`src/rtl/pe_ctrl_pkg.sv`:
```
// ---------------------------------------------------------------------------
// pe_ctrl_pkg
// Shared definitions for the motion-estimation PE-array sequencer.
//   - pe_state_e : sequencer FSM states
//   - REF_*      : reference input-mux codes (up_1, up_8, down_1, down_8)
//   - PIXEL_W    : pixel width used by the PE datapath
// ---------------------------------------------------------------------------
package pe_ctrl_pkg;

    localparam int PIXEL_W = 8;

    // Reference input-mux select codes driven on ref_input_Control.
    localparam logic [1:0] REF_UP1 = 2'b00;
    localparam logic [1:0] REF_UP8 = 2'b01;
    localparam logic [1:0] REF_DN1 = 2'b10;
    localparam logic [1:0] REF_DN8 = 2'b11;

    typedef enum logic [2:0] {
        IDLE      = 3'd0,
        LOAD_CURR = 3'd1,
        CHG       = 3'd2,
        PREFILL   = 3'd3,
        SEARCH    = 3'd4,
        DONE      = 3'd5
    } pe_state_e;

endpackage

```
`src/rtl/pe_snake_scan.sv`:
```
// ---------------------------------------------------------------------------
// pe_snake_scan
// Row/column position tracker for the full-search snake scan.
// Even columns sweep down (row increments), odd columns sweep up (row
// decrements); the move after the end row of a column is a column step
// (row holds, col + 1).
//
// Ports:
//   clk, rst_n    : clock, synchronous active-low reset
//   clr_i         : hold counters at (0,0) (asserted outside SEARCH)
//   adv_i         : advance to the next candidate position
//   row_o, col_o  : position of the strobe being presented this cycle
//   last_pos_o    : current position is the final candidate of the scan
//   next_ctrl_o   : ref mux code for the strobe that reaches the next position
// ---------------------------------------------------------------------------
module pe_snake_scan
    import pe_ctrl_pkg::*;
#(
    parameter int SR_ROWS = 16,
    parameter int SR_COLS = 16,
    parameter int CW      = 4
) (
    input  logic          clk,
    input  logic          rst_n,
    input  logic          clr_i,
    input  logic          adv_i,
    output logic [CW-1:0] row_o,
    output logic [CW-1:0] col_o,
    output logic          last_pos_o,
    output logic [1:0]    next_ctrl_o
);

    localparam logic [CW-1:0] ROW_LAST = CW'(SR_ROWS - 1);
    localparam logic [CW-1:0] COL_LAST = CW'(SR_COLS - 1);

    logic [CW-1:0] row_q, row_d;
    logic [CW-1:0] col_q, col_d;
    logic          col_end;

    // End row of a column depends on the sweep direction (col parity).
    assign col_end = col_q[0] ? (row_q == '0) : (row_q == ROW_LAST);

    always_comb begin
        row_d       = row_q;
        col_d       = col_q;
        next_ctrl_o = REF_DN1;
        if (col_end) begin
            col_d       = col_q + 1'b1;
            next_ctrl_o = REF_DN8;
        end else if (col_q[0]) begin
            row_d       = row_q - 1'b1;
            next_ctrl_o = REF_UP1;
        end else begin
            row_d       = row_q + 1'b1;
            next_ctrl_o = REF_DN1;
        end
    end

    always_ff @(posedge clk) begin
        if (!rst_n || clr_i) begin
            row_q <= '0;
            col_q <= '0;
        end else if (adv_i) begin
            row_q <= row_d;
            col_q <= col_d;
        end
    end

    assign row_o      = row_q;
    assign col_o      = col_q;
    assign last_pos_o = col_end && (col_q == COL_LAST);

endmodule

```
`src/rtl/pe_array_seq_ctrl.sv`:
```
// ---------------------------------------------------------------------------
// pe_array_seq_ctrl
// Sequencer for the motion-estimation PE array. One pass: load the current
// block (BLK*BLK cycles), pulse change_curr, prefill the reference column
// (BLK down shifts), then snake-scan SR_ROWS*SR_COLS candidates, pulsing
// sad_valid one cycle after every search strobe with that strobe's mv.
//
// Optional feature macro: PE_CTRL_ABORT_EN adds the 'abort' input, which
// returns any non-IDLE state to IDLE on the next edge with all strobes low.
//
// Start handshake: start is a level sampled only in IDLE; a pass is accepted
// on the edge where start is high and the FSM is IDLE (busy rises after that
// edge). start seen in any other state, including DONE, is dropped.
//
// Ports:
//   clk, rst_n          : clock, synchronous active-low reset
//   abort               : (PE_CTRL_ABORT_EN only) abandon the current pass
//   start               : begin a pass
//   cb_slot, sad_cb     : CB slot to load / to compare, latched on start
//   busy, done          : non-IDLE indicator, end-of-pass pulse
//   in_curr_enable      : current-pixel load strobe, CB_select its slot
//   change_curr         : pulse after the current load
//   abs_Control         : CB slot feeding the difference units
//   change_ref          : reference shift strobe, ref_input_Control its mux
//   sad_valid, mv_x/y   : valid abs outputs for candidate (mv_x, mv_y)
//   dbg_state           : FSM state for observation
// ---------------------------------------------------------------------------
module pe_array_seq_ctrl
    import pe_ctrl_pkg::*;
#(
    parameter int BLK     = 8,
    parameter int SR_ROWS = 16,
    parameter int SR_COLS = 16,
    parameter int CW      = 4
) (
    input  logic          clk,
    input  logic          rst_n,
`ifdef PE_CTRL_ABORT_EN
    input  logic          abort,
`endif
    input  logic          start,
    input  logic [1:0]    cb_slot,
    input  logic [1:0]    sad_cb,
    output logic          busy,
    output logic          done,
    output logic          in_curr_enable,
    output logic [1:0]    CB_select,
    output logic          change_curr,
    output logic [1:0]    abs_Control,
    output logic          change_ref,
    output logic [1:0]    ref_input_Control,
    output logic          sad_valid,
    output logic [CW-1:0] mv_x,
    output logic [CW-1:0] mv_y,
    output pe_state_e     dbg_state
);

    localparam int               LOAD_LEN  = BLK * BLK;
    localparam int               CNT_W     = $clog2(LOAD_LEN) + 1;
    localparam logic [CNT_W-1:0] LOAD_LAST = CNT_W'(LOAD_LEN - 1);
    localparam logic [CNT_W-1:0] PRE_LAST  = CNT_W'(BLK - 1);

    pe_state_e      state_q;
    logic [CNT_W-1:0] cnt_q;
    logic           in_curr_q;
    logic [1:0]     cb_sel_q;
    logic           change_curr_q;
    logic [1:0]     abs_ctrl_q;
    logic           change_ref_q;
    logic [1:0]     ref_ctrl_q;
    logic           sad_valid_q;
    logic [CW-1:0]  mv_x_q;
    logic [CW-1:0]  mv_y_q;
    logic           done_q;

    logic           abort_hit;
    logic           scan_clr;
    logic           scan_adv;
    logic [CW-1:0]  scan_row;
    logic [CW-1:0]  scan_col;
    logic           scan_last;
    logic [1:0]     scan_ctrl;

`ifdef PE_CTRL_ABORT_EN
    assign abort_hit = abort && (state_q != IDLE);
`else
    assign abort_hit = 1'b0;
`endif

    // Scan counters sit at (0,0) outside SEARCH so each pass starts clean;
    // advancing stops at the final candidate so the column never wraps.
    assign scan_clr = (state_q != SEARCH);
    assign scan_adv = (state_q == SEARCH) && !scan_last;

    pe_snake_scan #(
        .SR_ROWS (SR_ROWS),
        .SR_COLS (SR_COLS),
        .CW      (CW)
    ) u_scan (
        .clk         (clk),
        .rst_n       (rst_n),
        .clr_i       (scan_clr),
        .adv_i       (scan_adv),
        .row_o       (scan_row),
        .col_o       (scan_col),
        .last_pos_o  (scan_last),
        .next_ctrl_o (scan_ctrl)
    );

    always_ff @(posedge clk) begin
        if (!rst_n) begin
            state_q       <= IDLE;
            cnt_q         <= '0;
            in_curr_q     <= 1'b0;
            cb_sel_q      <= 2'b00;
            change_curr_q <= 1'b0;
            abs_ctrl_q    <= 2'b00;
            change_ref_q  <= 1'b0;
            ref_ctrl_q    <= REF_UP1;
            sad_valid_q   <= 1'b0;
            mv_x_q        <= '0;
            mv_y_q        <= '0;
            done_q        <= 1'b0;
        end else if (abort_hit) begin
            state_q       <= IDLE;
            cnt_q         <= '0;
            in_curr_q     <= 1'b0;
            change_curr_q <= 1'b0;
            change_ref_q  <= 1'b0;
            ref_ctrl_q    <= REF_UP1;
            sad_valid_q   <= 1'b0;
            done_q        <= 1'b0;
        end else begin
            done_q        <= 1'b0;
            change_curr_q <= 1'b0;
            sad_valid_q   <= 1'b0;
            case (state_q)
                IDLE: begin
                    if (start) begin
                        state_q    <= LOAD_CURR;
                        cnt_q      <= '0;
                        in_curr_q  <= 1'b1;
                        cb_sel_q   <= cb_slot;
                        abs_ctrl_q <= sad_cb;
                    end
                end
                LOAD_CURR: begin
                    if (cnt_q == LOAD_LAST) begin
                        state_q       <= CHG;
                        cnt_q         <= '0;
                        in_curr_q     <= 1'b0;
                        change_curr_q <= 1'b1;
                    end else begin
                        cnt_q <= cnt_q + 1'b1;
                    end
                end
                CHG: begin
                    state_q      <= PREFILL;
                    cnt_q        <= '0;
                    change_ref_q <= 1'b1;
                    ref_ctrl_q   <= REF_DN1;
                end
                PREFILL: begin
                    if (cnt_q == PRE_LAST) begin
                        // First search strobe lands on candidate (0,0): a down_1 shift.
                        state_q    <= SEARCH;
                        cnt_q      <= '0;
                        ref_ctrl_q <= REF_DN1;
                    end else begin
                        cnt_q <= cnt_q + 1'b1;
                    end
                end
                SEARCH: begin
                    // abs outputs of this strobe appear after the PE ref register.
                    sad_valid_q <= 1'b1;
                    mv_x_q      <= scan_col;
                    mv_y_q      <= scan_row;
                    if (scan_last) begin
                        state_q      <= DONE;
                        change_ref_q <= 1'b0;
                        ref_ctrl_q   <= REF_UP1;
                        done_q       <= 1'b1;
                    end else begin
                        ref_ctrl_q <= scan_ctrl;
                    end
                end
                DONE: begin
                    state_q <= IDLE;
                end
                default: begin
                    state_q <= IDLE;
                end
            endcase
        end
    end

    assign busy              = (state_q != IDLE);
    assign done              = done_q;
    assign in_curr_enable    = in_curr_q;
    assign CB_select         = cb_sel_q;
    assign change_curr       = change_curr_q;
    assign abs_Control       = abs_ctrl_q;
    assign change_ref        = change_ref_q;
    assign ref_input_Control = ref_ctrl_q;
    assign sad_valid         = sad_valid_q;
    assign mv_x              = mv_x_q;
    assign mv_y              = mv_y_q;
    assign dbg_state         = state_q;

endmodule

```
`config.mk`:
```
export PLATFORM = sky130hd
export DESIGN_NAME = pe_array_seq_ctrl
export DESIGN_NICKNAME = d
export VERILOG_FILES = /design/src/rtl/pe_ctrl_pkg.sv /design/src/rtl/pe_snake_scan.sv /design/src/rtl/pe_array_seq_ctrl.sv
export SDC_FILE = /design/constraint.sdc
export NUM_CORES = 1
export LEC_CHECK = 0
export BUFFER_PORTS_ARGS = -buffer_cell sky130_fd_sc_hd__buf_2
export CAP_MARGIN = 20
export CELL_PAD_IN_SITES_DETAIL_PLACEMENT = 2
export CELL_PAD_IN_SITES_GLOBAL_PLACEMENT = 2
export CORE_ASPECT_RATIO = 0.6
export CORE_MARGIN = 1.5
export CORE_UTILIZATION = 30
export CTS_CLUSTER_DIAMETER = 80
export DETAILED_ROUTE_END_ITERATION = 10
export PLACE_DENSITY_LB_ADDON = 0.2
export SYNTH_ARGS = -nofsm -noshare
export SYNTH_HDL_FRONTEND = slang
export SYNTH_SLANG_ARGS = --single-unit
```
`constraint.sdc`:
```
create_clock -name clk -period 1.5 [get_ports clk]
set_input_delay 0.3 -clock clk [delete_from_list [all_inputs] [get_ports clk]]
set_output_delay 0.3 -clock clk [all_outputs]
set_load 0.005 [all_outputs]
```
== Yosys cells after proc, flatten, opt, wreduce, memory -nomap -nowiden ==
Cells that the tools add are included.
Operators by class
  equal/unequal tests: 13
  mux-type cells: 24
  reductions and logical operators: 22
  bitwise logic cells: 1
  add/subtract/negate cells: 4
Operators by type and width (count)
  $pmux W7 S4: 1
  $mux W7: 3
  $reduce_and A2 Y1: 8
  $pmux W3 S5: 1
  $mux W3: 4
  $add A4 B1 Y4 const B: 2
  $eq A4 B4 Y1 const B: 2
  $mux W2: 4
  $ne A2 B2 Y1 const B: 4
  $add A7 B1 Y7 const B: 1
  $eq A7 B3 Y1 const B: 1
  $eq A7 B6 Y1 const B: 1
  $mux W1: 7
  $eq A3 B2 Y1 const B: 2
  $pmux W2 S3: 1
  $reduce_bool A3 Y1: 2
  $logic_not A4 Y1: 1
  $mux W4: 1
  $pmux W1 S2: 2
  $reduce_and A4 Y1: 1
  $reduce_bool A2 Y1: 2
  $reduce_bool A4 Y1: 1
  $sub A4 B1 Y4 const B: 1
  $eq A3 B1 Y1 const B: 1
  8 further kinds: 10
Word-level totals
  logic and storage cells: 78
  register bits after elaboration: 37
  input bits: 7

== Logic depth before layout (Yosys ltp) ==
Gate-level depths: netlist (run 1).
  depth after elaboration: 6
  mapped depth: 6
  depth with buffers taken out: 5

== Modules after synthesis ==
Synthesis (run 1) repeated with hierarchy kept, for this count alone.
Second synthesis, totals
  cells, all modules: 207
  area total of the unflattened synthesis: 1789.2 sq um
Modules (own cells, without submodules)
  pe_array_seq_ctrl: seq. area each 580.6 sq um, area an instance 1263.7 sq um, instances 1, cells each 148
  pe_snake_scan: seq. area each 160.2 sq um, area an instance 525.5 sq um, instances 1, cells each 59

== Worst setup path after synthesis (run 1) ==
No wires, ideal clock.
  path type: reg2reg
  start: register u_scan.col_q[0], in the netlist u_scan.col_o[0]
  end: register change_ref_q, in the netlist change_ref
  stages on the path, launching flop included: 6
  period minus slack after synthesis: 1.467 ns
  data required time: 1.381 ns
  arrival: 1.348 ns
  setup slack: 0.033 ns
  cell sequence: dfxtp_1 buf_4 nor3b_2 a32oi_2 or3_1 nor3b_1
Between the ends
  longest elaborated chain between the ends: 4
  elaborated cells on any way between the ends: 5
Ends and longest elaborated chain
  start: declaration: RTL line pe_snake_scan.sv:37  | logic [CW-1:0] col_q, col_d;
  start signal: assignment: RTL line pe_snake_scan.sv:65  | col_q <= col_d;
  $eq A4 B4 Y1 / $mux W1 (equally long branches): RTL line pe_snake_scan.sv:71, pe_snake_scan.sv:41
  $logic_and A1 B1 Y1 (*): RTL line pe_snake_scan.sv:71  | assign last_pos_o = col_end && (col_q == COL_LAST);
  $ne A2 B2 Y1 (no source line) (*)
  $reduce_and A2 Y1 (no source line) (*)
  end signal: assignment: RTL line pe_array_seq_ctrl.sv:118  | change_ref_q <= 1'b0;
  end signal: assignment: RTL line pe_array_seq_ctrl.sv:129  | change_ref_q <= 1'b0;
  end signal: assignment: RTL line pe_array_seq_ctrl.sv:160  | change_ref_q <= 1'b1;
  end: declaration: RTL line pe_array_seq_ctrl.sv:69  | logic change_ref_q;
Mark *: on every way between the ends. The rest lies on a longest branch, timed or not.
A chain may end at the register's enable or synchronous reset.

== Final worst setup path (run 1) ==
  start: register u_scan.row_q[3], in the netlist u_scan.row_o[3]
  end: register state_q[0], in the netlist dbg_state[0]
Between the ends
  longest elaborated chain between the ends: 5
  elaborated cells on any way between the ends: 6
Ends and longest elaborated chain
  start: declaration: RTL line pe_snake_scan.sv:36  | logic [CW-1:0] row_q, row_d;
  start signal: assignment: RTL line pe_snake_scan.sv:64  | row_q <= row_d;
  $eq A4 B4 Y1 / $logic_not A4 Y1 (equally long branches): RTL line pe_snake_scan.sv:41  | assign col_end = col_q[0] ? (row_q == '0) : (row_q == ROW_LAST);
  $mux W1 (*): RTL line pe_snake_scan.sv:41
  $logic_and A1 B1 Y1 (*): RTL line pe_snake_scan.sv:71
  $ne A2 B2 Y1 (no source line) (*)
  $reduce_and A4 Y1 (no source line) (*)
  end signal: assignment: RTL line pe_array_seq_ctrl.sv:112  | state_q <= IDLE;
  end signal: assignment: RTL line pe_array_seq_ctrl.sv:125  | state_q <= IDLE;
  end signal: assignment: RTL line pe_array_seq_ctrl.sv:140  | state_q <= LOAD_CURR;
  end: declaration: RTL line pe_array_seq_ctrl.sv:63  | pe_state_e state_q;
Marks and branches as above.

==> run_results.csv, run 1 <==
group,metric,value,unit
power,p_int,1.46,mW
sta,max_freq,0.625,GHz
cells_and_area,post_route_cells_drive_above_1_share,0.416,
worst_setup_path,cp-end-kind,"flop",
cells_and_area,finish.net_count,278,
power,power_frac_comb,0.062,
floorplan,dieHeight,62.1,µm
cells_and_area,syn2layout_area_growth,41.7,%
power,power.clock.fraction,0.418,
route,drt-wirelength-per-cell,21.0,µm
synthesis,synthMuxAreaShare,0.0286,
sta,skew,9.50,ps
worst_setup_path,cp.arrival,1810,ps
power,power_density_over_cell_area,783,mW/mm²
synthesis,synth_area,0.00175,mm²
sta,post-route-period-util,1.07,
placement,port_buffers,29,
power,max-vdd-ir-drop,369,µV
synthesis,syn_inst,200,
synthesis,synth_top_family_by_area,"simple AND/OR/NAND/NOR gates",
worst_setup_path,critPathLaunch,"u_scan.row_o[3]",
cells_and_area,fillers,629,
cells_and_area,antenna_cells_inserted,0,
grt,total_track_usage,0.225,
route,route.detailed.drc,0,
worst_setup_path,worstPathCellList,"nor2b_4 -> a32oi_4 -> or3_4 -> a211oi_2",
floorplan,design.portCount,30,
sta,pins_over_slew_limit,0,
power,leakagePower,0.999,nW
synthesis,post_synth_fa_ha_maj_area_fraction,0.0401,
synthesis,synth_seq_cells,37,
floorplan,placeableCoreArea,0.00560,mm²
sta,finalWorstSetupSlack,-99.0,ps
sta,max_slew_margin,0.753,
min_path,hold_path_startpoint,"cb_slot[1]",
power,power_switching_share,0.246,
worst_setup_path,r2r-start,"u_scan.row_o[3]",
worst_setup_path,slowest_delay,440,ps
grt,grt_overflow,0,
clocking,clkLatencyLatePin,300,ps
sta,final-setup-viol-count,6,
route,route.final.wire_length,7.30,mm
synthesis,synth-edff-count,0,
sta,rsz0062_at_grt,"true",
cells_and_area,layout_commonest_cell,"buf_4",
min_path,min_path_type,"in -> reg",
synthesis,top_ff_cell_synth,"dfxtp_1",
synthesis,post_synth.cell_area_avg,8.74,µm²
worst_setup_path,crit-reg2reg-capture,"dbg_state[0]",
synthesis,synth.top_cells.by_area,"dfxtp_1, a21oi_1, nand2_1",
clocking,ctsHtreeMaxLevel,2,
power,flop_pwr_share,0.520,
synthesis,synth_area_leader_cell,"dfxtp_1",
floorplan,start_util,0.312,
floorplan,floorplan.die.width,102,µm
route,drt_first_pass_iters,4,
status,failed_checks,"setup timing",
synthesis,synth.yosys.warnings,0,
worst_setup_path,timing.critical_path.to,"dbg_state[0]",
status,run_status,"finished with violations",
route,postRouteAntennaNets,0,
synthesis,synth-simple-area-share,0.259,
clocking,root_buffer_selected_by_cts,"clkbuf_8",
clocking,cts_max_path_buffers,2,
sta,post_layout_minimum_cycle_time,1600,ps
cells_and_area,post-route-util,0.443,
power,power,1.94,mW
worst_setup_path,timing.critical_path.fanout_max,8,
grt,pin_count_of_the_biggest_net_entering_global_routing,20,
synthesis,yosys.area.top_type_share,0.424,
grt,wire_length_of_the_first_global_routing_pass,10.8,mm
synthesis,synth_xor_xnor_area_share,0.0150,
clocking,tritoncts,"done",
synthesis,complex_gate_fraction_of_the_synthesized_area,0.182,
route,route.vias.total,1796,
sta,report.final.hold_viol_count,0,
floorplan,placement_rows,21,
clocking,cts_hold_buf,0,
grt,vias_in_the_first_global_route,1884,
synthesis,synthArstFlopShare,0,
power,net-switching-power,0.477,mW
clocking,cts-buffers-inserted,5,
floorplan,design.die.area,0.00631,mm²
route,dr.first_iter.drc_count,71,
worst_setup_path,critical-path-slowest-cell,"dfxtp_1",
placement,routabilityCongestion,0.792,
placement,hpwl,4.50,mm
worst_setup_path,critPathLaunchType,"flop",
cells_and_area,layout.cells.most_common_list,"buf_4, dfxtp_1, nand2_1, buf_2, a21oi_1",
synthesis,synth_sequential_area_ratio,0.424,
sta,worst_pin_slew,368,ps
route,drt-vias-per-instance,5.18,
run,timing.max_cap.violations,0,
worst_setup_path,timing.critical_path.required,1710,ps
clocking,clkSlewWorstSetupHoldPaths,80,ps
worst_setup_path,timing_worst_setup_path_type,"reg -> reg",
synthesis,syn_nets,212,
synthesis,synthDistinctLibCells,50,
worst_setup_path,rrSetupSlack,-100,ps
worst_setup_path,reg2regPathDepth,4,
clocking,cts_sinks,37,
grt,number_of_antenna_violations_at_the_first_check_in_global_routing,0,
## how the worst min path moves through the flow
| stage | cells after the start | slack, ps | endpoint |
|---|---|---|---|
| floorplan | 2 | 440 | cnt_q[1] |
| global placement | 2 | 450 | mv_x[2] |
| detailed placement | 2 | 460 | mv_y[2] |
| CTS | 3 | 240 | CB_select[1] |
| global route | 3 | 260 | abs_Control[0] |
| finish | 3 | 240 | CB_select[1] |
## worst max-delay path, delay by kind of cell, from the launching register on
kind               cells  cell delay, ps
AOI/OAI and AO/OA      2             450
and+or+nand+nor        2             620
DFF                    1             440
## sequential cells by signal, summed over array words and instances (netlist names)
signal	flops
u_scan.row_o	4
mv_y	4
change_ref	1
ref_input_Control	2
change_curr	1
abs_Control	2
dbg_state	3
cnt_q	7
u_scan.col_o	4
CB_select	2
mv_x	4
done	1
sad_valid	1
in_curr_enable	1
## stage by stage
stage	instance area, µm²	setup slack, ps	TNS, ps	std cells	hold slack, ps
final	2480	-99.0	-181	347	238
after global placement	2200	-11.3	-29.3	333	447
after global routing	2480	-132	-686	347	255
after detailed placement	2200	-77.9	-331	333	456
after CTS	2390	6.76	0	343	243
after floorplan	1750	33.4	0	200	444
## power groups by stage
| stage | Sequential (mW) | Combinational, mW | Clock [mW] |
|---|---|---|---|
| after floorplan | 1.03 | 0.0558 | 0 |
| after global placement | 1.03 | 0.110 | 0 |
| after detailed placement | 1.03 | 0.114 | 0 |
| after CTS | 1.01 | 0.117 | 0.821 |
| after global routing | 1.01 | 0.133 | 0.875 |
| final | 1.01 | 0.121 | 0.810 |
## repair_timing
item                       in CTS  in global routing
pin swaps                       4                  5
buffers inserted                2                  4
setup endpoints to repair      11                 17
resized for setup              21                 14
## layout make-up
| class | instances | area (µm²) | share of cell area |
|---|---|---|---|
| flip-flops and latches | 37 | 752 | 0.304 |
| clock inverters | 1 | 5.00 | 0.00202 |
| clock buffers | 7 | 96.3 | 0.0389 |
| well taps | 80 | 100 | 0.0404 |
| inverters | 8 | 30.0 | 0.0121 |
| repair buffers | 70 | 464 | 0.187 |
| multi-input cells | 144 | 1030 | 0.416 |
## cells by family (layout without fill, tap and decap cells)
group / Yosys count / after routing
adders and majority gates: 5 / 5
muxes: 5 / 5
buffers and inverters: 19 / 86
and+or+nand+nor: 81 / 81
xor gates and xnor gates: 3 / 3
DFF: 37 / 37
AOI/OAI and AO/OA: 50 / 50
## metal layers
metal	global-route usage	share of wire
met5	0	0
met4	0.0486	0.026
met3	0.0439	0.050
met2	0.331	0.45
met1	0.339	0.48
## cell usage after synthesis, drive strengths merged, types with 2 or more instances
| library cell | count |
|---|---|
| inv | 8 |
| or3 | 4 |
| nand4b | 4 |
| o21ai | 9 |
| ha | 4 |
| nand3 | 9 |
| nand4 | 2 |
| dfxtp | 37 |
| a21boi | 2 |
| nor2b | 3 |
| and3 | 5 |
| o211ai | 2 |
| buf | 7 |
| nor2 | 12 |
| nor3 | 4 |
| nand2 | 30 |
| a211oi | 2 |
| xor2 | 2 |
| clkbuf | 4 |
| nor3b | 3 |
| mux2i | 5 |
| a21oi | 23 |
No activity file was read; power rests on OpenSTA's default activity.
==> run 2, diff against run 1 <==
ABC_AREA = 1   (was default)
CORE_UTILIZATION = 28   (was 30)
==> run_results.csv, run 2 <==
group,metric,value,unit
min_path,min_path_type,"in -> reg",
worst_setup_path,timing.critical_path.required,1200,ps
floorplan,placeableCoreArea,0.00575,mm²
cells_and_area,post_route_cells_drive_above_1_share,0.316,
floorplan,dieHeight,63.8,µm
synthesis,synth.yosys.warnings,0,
clocking,clkLatencyLatePin,310,ps
placement,routabilityCongestion,0.778,
sta,fin_setup_tns,0,ps
route,route.final.wire_length,5.68,mm
clocking,tritoncts,"done",
worst_setup_path,cp-end-kind,"primary output",
placement,port_buffers,29,
placement,hpwl,4.29,mm
min_path,hold_path_startpoint,"sad_cb[1]",
synthesis,synthDistinctLibCells,31,
route,route.vias.total,1700,
grt,wire_length_of_the_first_global_routing_pass,9.35,mm
power,power_density_over_cell_area,1380,mW/mm²
sta,skew,12.2,ps
cells_and_area,syn2layout_area_growth,30.9,%
grt,vias_in_the_first_global_route,1756,
route,route.detailed.drc,0,
grt,pin_count_of_the_biggest_net_entering_global_routing,15,
route,drt_first_pass_iters,4,
clocking,ctsHtreeMaxLevel,2,
synthesis,synth-edff-count,0,
synthesis,synth_area,0.00172,mm²
synthesis,syn_inst,233,
clocking,cts_hold_buf,0,
worst_setup_path,critPathLaunchType,"flop",
grt,number_of_antenna_violations_at_the_first_check_in_global_routing,0,
cells_and_area,largest-register,"cnt_q",
route,drt-vias-per-instance,4.70,
cells_and_area,layout.cells.most_common_list,"nand2_1, dfxtp_1, buf_2",
clocking,cts_max_path_buffers,2,
synthesis,synth.top_cells.by_area,"dfxtp_1, nand2_1, a21oi_1",
grt,grt_overflow,0,
synthesis,top_ff_cell_synth,"dfxtp_1",
cells_and_area,fillers,670,
sta,final-setup-viol-count,0,
route,dr.first_iter.drc_count,60,
worst_setup_path,rrSetupSlack,60,ps
synthesis,synth_most_common_cell,"nand2_1",
route,postRouteAntennaNets,0,
sta,max_slew_margin,0.801,
worst_setup_path,crit-reg2reg-capture,"dbg_state[2]",
synthesis,synth_area_leader_cell,"dfxtp_1",
cells_and_area,largest_register_ffs,7,
clocking,clkSlewWorstSetupHoldPaths,90,ps
clocking,cts-buffers-inserted,5,
cells_and_area,post_layout_nonfiller_instances,362,
worst_setup_path,reg2regPathDepth,7,
clocking,root_buffer_selected_by_cts,"clkbuf_8",
clocking,cts_sinks,37,
synthesis,syn_nets,245,
worst_setup_path,r2r-start,"dbg_state[0]",
synthesis,yosys.area.top_type_share,0.430,
floorplan,floorplan.die.width,104,µm
route,drt-wirelength-per-cell,15.7,µm
power,max-vdd-ir-drop,448,µV
run,timing.max_cap.violations,0,
worst_setup_path,timing.critical_path.fanout_max,5,
synthesis,synth_sequential_area_ratio,0.430,
sta,max_freq,0.694,GHz
grt,total_track_usage,0.183,
synthesis,synthArstFlopShare,0,
synthesis,synth_seq_cells,37,
worst_setup_path,cp.arrival,1140,ps
floorplan,design.die.area,0.00665,mm²
placement,dp_cells,354,
cells_and_area,fin_area,0.00226,mm²
sta,pins_over_slew_limit,0,
cells_and_area,layout_commonest_cell,"nand2_1",
synthesis,synth_top_cells_by_count,"nand2_1, dfxtp_1, nor2_1",
status,run_status,"finished clean",
power,leakagePower,0.994,nW
sta,post_layout_minimum_cycle_time,1440,ps
floorplan,start_util,0.299,
sta,post-route-period-util,0.960,
synthesis,post_synth.cell_area_avg,7.39,µm²
sta,report.final.hold_viol_count,0,
floorplan,placement_rows,21,
sta,rsz0062_at_grt,"true",
floorplan,design.portCount,30,
cells_and_area,finish.net_count,293,
sta,worst_pin_slew,298,ps
cells_and_area,antenna_cells_inserted,0,
min_path,min_delay_path_depth,3,
placement,post_dp_cell_area,0.00206,mm²
worst_setup_path,timing_worst_setup_path_type,"reg -> out",
min_path,whs_endpoint,"abs_Control[1]",
-- run 2: cell count changes after synthesis, sizes merged, moves of 4 or more --
cell    before  now
nand2       30   55
a21oi       23   28
or3          4    0
inv          8   28
mux2i        5    0
buf          7    3
and3         5    0
nor2        12   36
o21ai        9   16
nand4b       4    0
-- run 2: kinds of logic (layout without fill, tap and decap cells) --
logic type,Yosys count,after routing,synth area share
simple gates,107,107,0.279
compound gates,47,47,0.147
fa+ha+maj,5,5,0.0407
xor+xnor,5,5,0.0254
flops,37,37,0.430
buf+inv,32,81,0.0784
-- run 2: timing repair --
item | CTS | global route
setup endpoints to repair | 6 | 20
setup buffers | 0 | 0
pin swaps | 0 | 1
gates resized for setup | 5 | 21
-- run 2: stage by stage --
step	utilization	worst slack [ps]	hold WS, ps	power, mW
after detailed placement	0.358	-35.3	453	2.11
after global routing	0.392	-50.9	263	3.33
after floorplan	-	161	438	1.74
after CTS	0.380	23.4	252	3.06
after global placement	0.358	-17.1	449	2.08
final	0.392	59.5	249	3.12
-- run 2: worst max-delay path by stage --
| stage | start | cells after the start | to |
|---|---|---|---|
| 3_5_place_dp | u_scan.col_o[0] | 8 | u_scan.row_o[3] |
| 4_1_cts | dbg_state[0] | 6 | mv_y[0] |
| 3_3_place_gp | u_scan.col_o[0] | 7 | u_scan.col_o[3] |
| 6_report | dbg_state[0] | 3 | busy |
| 2_1_floorplan | u_scan.col_o[0] | 9 | u_scan.row_o[3] |
| 5_1_grt | u_scan.row_o[3] | 8 | u_scan.col_o[0] |
-- run 2: critical path: stages, from the launching register on --
cell     delay, ps
dfxtp_1        370
nor2_1         210
nand2_2        110
buf_2          140
-- run 2: routing by layer --
layer  routed length (µm)  track usage
met1                 3040        0.280
met2                 2360        0.250
met3                  221       0.0398
met4                   59       0.0573
met5                    0            0
-- run 2: area by class of cell --
type,count,area [µm²],share of cell area
inverter,28,110,0.0488
clock buffer,6,82.6,0.0366
timing repair buffer,45,265,0.118
multi-input combinational,164,907,0.402
tap,80,100,0.0444
clock inverter,2,37.5,0.0166
sequential,37,753,0.334
-- run 2: power breakdown --
part / switching, mW / internal (mW) / total, mW
Clock: 0.403 / 0.541 / 0.944
Combinational: 0.613 / 0.350 / 0.963
Sequential: 0.104 / 1.11 / 1.21
Total: 1.12 / 2.00 / 3.12
==> run 3, diff against run 2 <==
CORE_MARGIN = 1   (was 1.5)
GPL_TIMING_DRIVEN = 0   (was default)
==> run_results.csv, run 3 (synthesis results as in run 2) <==
group,metric,value,unit
clocking,ctsHtreeMaxLevel,2,
power,power_density_over_cell_area,1320,mW/mm²
grt,vias_in_the_first_global_route,1739,
cells_and_area,multi_input_area,933,µm²
floorplan,design.die.area,0.00648,mm²
floorplan,floorplan.die.width,103,µm
placement,routabilityCongestion,0.748,
floorplan,placeableCoreArea,0.00575,mm²
sta,worst_pin_slew,546,ps
sta,post_layout_minimum_cycle_time,1440,ps
placement,placement.setup.worst_slack,-148,ps
route,route.final.wire_length,5.49,mm
grt,total_track_usage,0.187,
route,drt_first_pass_iters,4,
sta,finalWorstSetupSlack,58.8,ps
clocking,cts_sinks,37,
sta,post-route-period-util,0.961,
floorplan,placement_rows,21,
placement,dp_cells,342,
cells_and_area,largest-register,"cnt_q",
min_path,min_path_type,"in -> reg",
cells_and_area,syn2layout_area_growth,25.6,%
power,leakagePower,0.955,nW
route,drt-wirelength-per-cell,15.7,µm
route,route.detailed.drc,0,
floorplan,design.portCount,30,
worst_setup_path,rrSetupSlack,60,ps
route,dr.first_iter.drc_count,33,
cells_and_area,antenna_cells_inserted,0,
clocking,cts-buffers-inserted,5,
cells_and_area,finish.net_count,281,
clocking,root_buffer_selected_by_cts,"clkbuf_8",
floorplan,start_util,0.299,
cells_and_area,layout_commonest_cell,"nand2_1",
worst_setup_path,timing.critical_path.fanout_max,9,
cells_and_area,fillers,671,
clocking,tritoncts,"done",
route,route.vias.total,1628,
status,run_status,"finished clean",
floorplan,dieHeight,62.8,µm
grt,number_of_antenna_violations_at_the_first_check_in_global_routing,0,
cells_and_area,register_area,763,µm²
sta,max_freq,0.694,GHz
worst_setup_path,reg2regPathDepth,7,
clocking,clkSlewWorstSetupHoldPaths,70,ps
grt,grt_overflow,0,
cells_and_area,largest_register_ffs,7,
cells_and_area,layout.cells.most_common_list,"nand2_1, buf_2, dfxtp_1",
sta,pins_over_slew_limit,0,
worst_setup_path,critPathLaunchType,"flop",
worst_setup_path,crit-reg2reg-capture,"u_scan.col_o[3]",
min_path,hold_path_startpoint,"sad_cb[0]",
sta,max_slew_margin,0.636,
clocking,cts_max_path_buffers,2,
power,max-vdd-ir-drop,436,µV
min_path,min_delay_path_depth,3,
grt,wire_length_of_the_first_global_routing_pass,8.95,mm
clocking,post_cts_setup_driven_buffer_insertion_count,0,
cells_and_area,post_route_cells_drive_above_1_share,0.296,
worst_setup_path,timing_worst_setup_path_type,"reg -> reg",
sta,final-setup-viol-count,0,
cells_and_area,post_layout_nonfiller_instances,350,
placement,hpwl,4.07,mm
placement,port_buffers,29,
clocking,cts_hold_buf,0,
sta,skew,2.16,ps
grt,pin_count_of_the_biggest_net_entering_global_routing,12,
run,timing.max_cap.violations,0,
worst_setup_path,r2r-start,"u_scan.col_o[0]",
route,drt-vias-per-instance,4.65,
worst_setup_path,timing.critical_path.required,1680,ps
worst_setup_path,cp-end-kind,"flop",
min_path,whs_endpoint,"abs_Control[0]",
clocking,clkLatencyLatePin,290,ps
sta,report.final.hold_viol_count,0,
worst_setup_path,cp.arrival,1620,ps
route,postRouteAntennaNets,0,
## run 3: cell count changes in the layout (fill, tap and decap cells not counted), moves of 2 or more
| cell | previous run | this run |
|---|---|---|
| nor2_1 | 28 | 26 |
| dfxtp_4 | 1 | 4 |
| clkbuf_1 | 0 | 2 |
| nand2_2 | 7 | 4 |
| dfxtp_1 | 29 | 27 |
| nand2_4 | 2 | 4 |
| clkinv_2 | 0 | 2 |
| buf_4 | 16 | 1 |
| nor2_2 | 3 | 5 |
## run 3: per-layer routing
layer / up-vias / GRT usage / part of all wire
met5: - / 0 / 0
met4: 0 / 0.0634 / 0.0078
met3: 5 / 0.0403 / 0.025
met2: 21 / 0.249 / 0.40
met1: 787 / 0.291 / 0.57
li1: 815 / - / -
## run 3: area by class of cell
class / instances / area share
clock inverter: 2 / 0.00462
sequential: 37 / 0.353
tap: 80 / 0.0462
inverter: 28 / 0.0520
timing repair buffer: 29 / 0.0671
buffer: 4 / 0.0127
multi-input combinational: 164 / 0.431
clock buffer: 6 / 0.0335
## run 3: worst max-delay path by stage
stage	start	endpoint	slack, ps	depth (start not counted)
2_1_floorplan	u_scan.col_o[0]	u_scan.row_o[3]	160	9
3_3_place_gp	u_scan.col_o[0]	u_scan.col_o[0]	-110	7
3_5_place_dp	u_scan.col_o[0]	u_scan.col_o[3]	-150	7
4_1_cts	cnt_q[1]	cnt_q[3]	9	10
5_1_grt	u_scan.col_o[0]	u_scan.col_o[0]	-20	7
6_report	u_scan.col_o[0]	u_scan.col_o[3]	60	7
## run 3: power by group
group          switching (mW)  internal, mW
sequential              0.106          1.11
clock                   0.364         0.322
combinational           0.625         0.342
## run 3: what timing repair did
item	4_1_cts	5_1_grt
resized for setup	5	32
pin swaps	0	5
setup endpoints to repair	12	17
## run 3: stage by stage
stage          power, mW  hold WS [ps]   util  area, µm²  TNS [ps]
4_1_cts             2.78           279  0.359       2060         0
3_5_place_dp        2.07           463  0.342       1970      -829
3_3_place_gp        2.04           448  0.342       1970      -522
2_1_floorplan       1.74           438      -       1720         0
5_1_grt             3.10           274  0.376       2160     -69.5
6_report            2.87           284  0.376       2160         0
## run 3: critical path, stage by stage, from the launching register on
cell	delay, ps
dfxtp_4	390
ha_1	230
nand2_2	120
nor2_4	50
a21oi_2	190
nand2_1	170
nand2_1	110
a21oi_1	60
